<file path="src/rtl/sat_counter.sv">
// Counter that adds a variable amount and sticks at all-ones instead of wrapping.
module sat_counter #(
  parameter int unsigned WIDTH     = 32,
  parameter int unsigned INC_WIDTH = 1
) (
  input  logic                 clk,
  input  logic                 rst_n,
  input  logic                 clr_i,
  input  logic                 inc_en_i,
  input  logic [INC_WIDTH-1:0] inc_i,
  output logic [WIDTH-1:0]     cnt_o
);

  logic [WIDTH-1:0] cnt_q, cnt_d;
  logic [WIDTH:0]   sum;

  always_comb begin
    sum   = {1'b0, cnt_q} + (WIDTH+1)'(inc_i);
    cnt_d = cnt_q;
    if (clr_i) begin
      cnt_d = '0;
    end else if (inc_en_i) begin
      cnt_d = sum[WIDTH] ? '1 : sum[WIDTH-1:0];
    end
  end

  always_ff @(posedge clk or negedge rst_n) begin
    if (!rst_n) cnt_q <= '0;
    else        cnt_q <= cnt_d;
  end

  assign cnt_o = cnt_q;

endmodule

</file>
<file path="config.mk">
export PLATFORM = sky130hd
export DESIGN_NAME = sat_counter
export DESIGN_NICKNAME = d
export VERILOG_FILES = /design/src/rtl/sat_counter.sv
export SDC_FILE = /design/constraint.sdc
export NUM_CORES = 1
export LEC_CHECK = 0
export ABC_CLOCK_PERIOD_IN_PS = 1990
export CORE_MARGIN = 2
export CORE_UTILIZATION = 45
export CTS_CLUSTER_DIAMETER = 40
export DETAILED_ROUTE_END_ITERATION = 8
export PLACE_DENSITY = 0.74
export SKIP_LAST_GASP = 1
export SYNTH_ARGS = -nofsm -noshare
export SYNTH_HDL_FRONTEND = slang
export SYNTH_SLANG_ARGS = --single-unit
</file>
<file path="constraint.sdc">
create_clock -name clk -period 1.99 [get_ports clk]
set_clock_uncertainty 0.05 [all_clocks]
set_input_delay 0.199 -clock clk [delete_from_list [all_inputs] [get_ports clk]]
set_output_delay 0.199 -clock clk [all_outputs]
set_load 0.01 [all_outputs]
</file>
==> impl_metrics.csv <==
group,metric,value,unit
status,status,"finished clean",
logic_synthesis,synthTopCellsByCount,"dfrtp_1 (32), nor2_1 (23), nand2_1 (15)",
logic_synthesis,yosys_warnings,0,
sta,fin_crit_sh,0.980,
placed_design,place_inst,327,
drt,drt_iter0_markers,217,
setup_path,cp_top_family,"simple AND/OR/NAND/NOR gates",
clock_network,clk_pin_slew,60,ps
placed_design,place_congestion,0.897,
floorplan,coreArea,4090,um^2
drt,drt.antenna.violating_nets,0,
setup_path,r2r_slack,40,ps
power_and_ir_drop,seq_power_share,0.502,
power_and_ir_drop,switching_share,0.234,
cells_and_area,final_core_util,0.722,
cells_and_area,num_antenna_cells,0,
logic_synthesis,synth.area.top_cells,"dfrtp_1 (41%), nor2_1 (4.4%), nand4_1 (4.2%)",
clock_network,clockBufferDepth,2,
setup_path,worstPathCellList,"ha_2 > nand4_1 > nor4_4 > buf_4 > buf_12 > nand3_4 > nor2_4 > mux2_4",
global_routing,antenna_found_initial,0,
clock_network,clkSinkCount,32,
setup_path,cpPeakStageDelay,360,ps
drt,vias,2079,
setup_path,cp.required,2110,ps
floorplan,initial_core_util,0.477,
logic_synthesis,seq_area_frac_synth,0.411,
logic_synthesis,synth_cells,207,
clock_network,cts_tree,"built",
flow_run,max_cap_violations,0,
placed_design,dp_hpwl,3.97,mm
logic_synthesis,syn-num-nets,214,
sta,max_slew_margin,0.719,
sta,hold_viol,0,
drt,routed_wl,6.15,mm
setup_path,cp.arrival,2070,ps
clock_network,htreeDepth,2,
sta,setup_viol,0,
power_and_ir_drop,p_int,0.999,mW
power_and_ir_drop,p_per_area,442,nW/um^2
clock_network,clock_latency,280,ps
global_routing,grt_pass1_wl,9.38,mm
drt,wire_per_inst,18.0,um
sta,max_freq,513,MHz
logic_synthesis,yosys_register_bits,32,
setup_path,critPathKind,"reg2reg",
drt,via_per_inst,6.10,
cells_and_area,nFillCells,309,
setup_path,critPathCaptureType,"flip-flop",
floorplan,io_pins,37,
sta,hold_slack,267,ps
floorplan,fp.dieArea,4870,um^2
setup_path,start_kind,"flip-flop",
cells_and_area,design_area,2950,um^2
cells_and_area,largest_reg_flops,32,
setup_path,rr_endpoint,"cnt_o[26]",
logic_synthesis,avgSynthCellArea,9.42,um^2
floorplan,fp-row-count,23,
clock_network,cts-buffers-inserted,5,
clock_network,cts-root-buf,"clkbuf_8",
logic_synthesis,synthMostInstantiatedCell,"dfrtp_1",
cells_and_area,syn2layout_area_growth,51.3,%
floorplan,die_x,69.8,um
cells_and_area,fin_nets,298,
power_and_ir_drop,power.leakage,1.26,nW
floorplan,dieHeight,69.8,um
logic_synthesis,synthesis.area,1950,um^2
setup_path,path_buf_inv,2,
power_and_ir_drop,peakVddDrop,0.368,mV
cells_and_area,final_cell_count_no_fill,341,
sta,period_needed,1950,ps
logic_synthesis,synth-async-reset-ratio,1.00,
setup_path,r2r_cells,8,
sta,rsz0062_at_grt,"true",
drt,drc,0,
worst_hold_path,worstHoldPathType,"in2async",
power_and_ir_drop,combinationalPowerShare,0.080,
power_and_ir_drop,clockPowerShare,0.418,
setup_path,r2r-start,"cnt_o[0]",
logic_synthesis,synth_top_cell_by_area,"dfrtp_1",
logic_synthesis,synth_cell_types,45,
cells_and_area,drive_gt1_frac,0.323,
global_routing,grt_max_degree,33,
global_routing,grt_overflow,0,
logic_synthesis,synth_top_area_share,0.411,
setup_path,worst_path_max_delay_cell,"dfrtp_1",
global_routing,grt_pass1_vias,1884,
global_routing,grt_usage,0.240,
logic_synthesis,synth_edf_count,0,
placed_design,port_buffers,36,
sta,tightest_slew,422,ps
power_and_ir_drop,power.total,1.30,mW
placed_design,post_dp_cell_area,2650,um^2
sta,drv_slew,0,
power_and_ir_drop,switching_power,0.305,mW
setup_path,cp_max_fo,3,
logic_synthesis,synth_flop_cell,"dfrtp_1",
drt,dr.pass1.iters,5,
[layer usage]
metal | track usage | up-vias | part of all wire
li1 | - | 960 | -
met2 | 0.379 | 110 | 0.49
met4 | 0.0534 | 0 | 0.014
met5 | 0 | - | 0
met3 | 0.0451 | 10 | 0.069
met1 | 0.343 | 999 | 0.43
[metrics by stage]
stage	setup WS, ps	TNS [ps]
2_1_floorplan	14.6	0
3_3_place_gp	-280	-4230
3_5_place_dp	-356	-7060
4_1_cts	27.4	0
5_1_grt	-91.1	-414
6_report	40.5	0
[timing repair]
item | 4_1_cts | 5_1_grt
pin swaps | 4 | 13
gates resized for setup | 2 | 25
buffers inserted | 0 | 6
hold endpoints to repair | 0 | 0
setup endpoints to repair | 8 | 24
hold buffers | 0 | 0
gates cloned | 0 | 1
[placed cells by master, fill, tap and decap left out, types with 3 or more instances in the layout]
cell and n:
a211oi_1 3, a211oi_2 6, a21oi_1 12, a31oi_1 8
a31oi_4 3, a41oi_1 3, and3_1 6, buf_4 43
buf_6 6, clkbuf_8 7, clkdlybuf4s50_1 35, dfrtp_1 32
inv_1 3, nand2_1 15, nand3_1 10, nand4_1 13
nor2_1 22, nor2b_2 3, nor3_1 7, nor4_4 3
o211a_1 3, o21a_1 5, o21ai_0 5, o221a_2 3
[how the worst max path moves through the flow]
stage | start | endpoint | slack, ps | cells past startpoint
after floorplan | cnt_o[0] | cnt_o[20] | 10 | 6
after global placement | inc_i | cnt_o[20] | -280 | 7
after detailed placement | inc_i | cnt_o[20] | -360 | 7
after CTS | cnt_o[0] | cnt_o[26] | 30 | 7
after global routing | cnt_o[0] | cnt_o[10] | -90 | 8
final | cnt_o[0] | cnt_o[26] | 40 | 8
[power by group through the flow]
stage	Combinational [mW]	Clock (mW)	Sequential [mW]
finish	0.105	0.545	0.654
global route	0.112	0.585	0.654
CTS	0.0938	0.549	0.654
detailed placement	0.0942	0	0.666
global placement	0.0920	0	0.666
floorplan	0.0371	0	0.668
[cell families (layout without fill, tap and decap cells)]
family	count (synthesis)	in the layout	share of synthesized area
AO/OA/AOI/OAI	54	54	0.211
multiplexers	3	3	0.0160
buffers and inverters	15	98	0.0359
flip-flops	32	32	0.411
AND/OR/NAND/NOR	101	102	0.313
adder cells (fa/ha/maj)	2	2	0.0128
[area by class of cell]
class                      count  area [um^2]  share of cell area
inverter                       5         18.8             0.00636
clock buffer                   7         96.3              0.0327
multi-input combinational    161         1200               0.408
sequential                    32          801               0.271
tap                           50         62.6              0.0212
timing repair buffer          86          769               0.261
No activity file was read; power rests on OpenSTA's default activity.
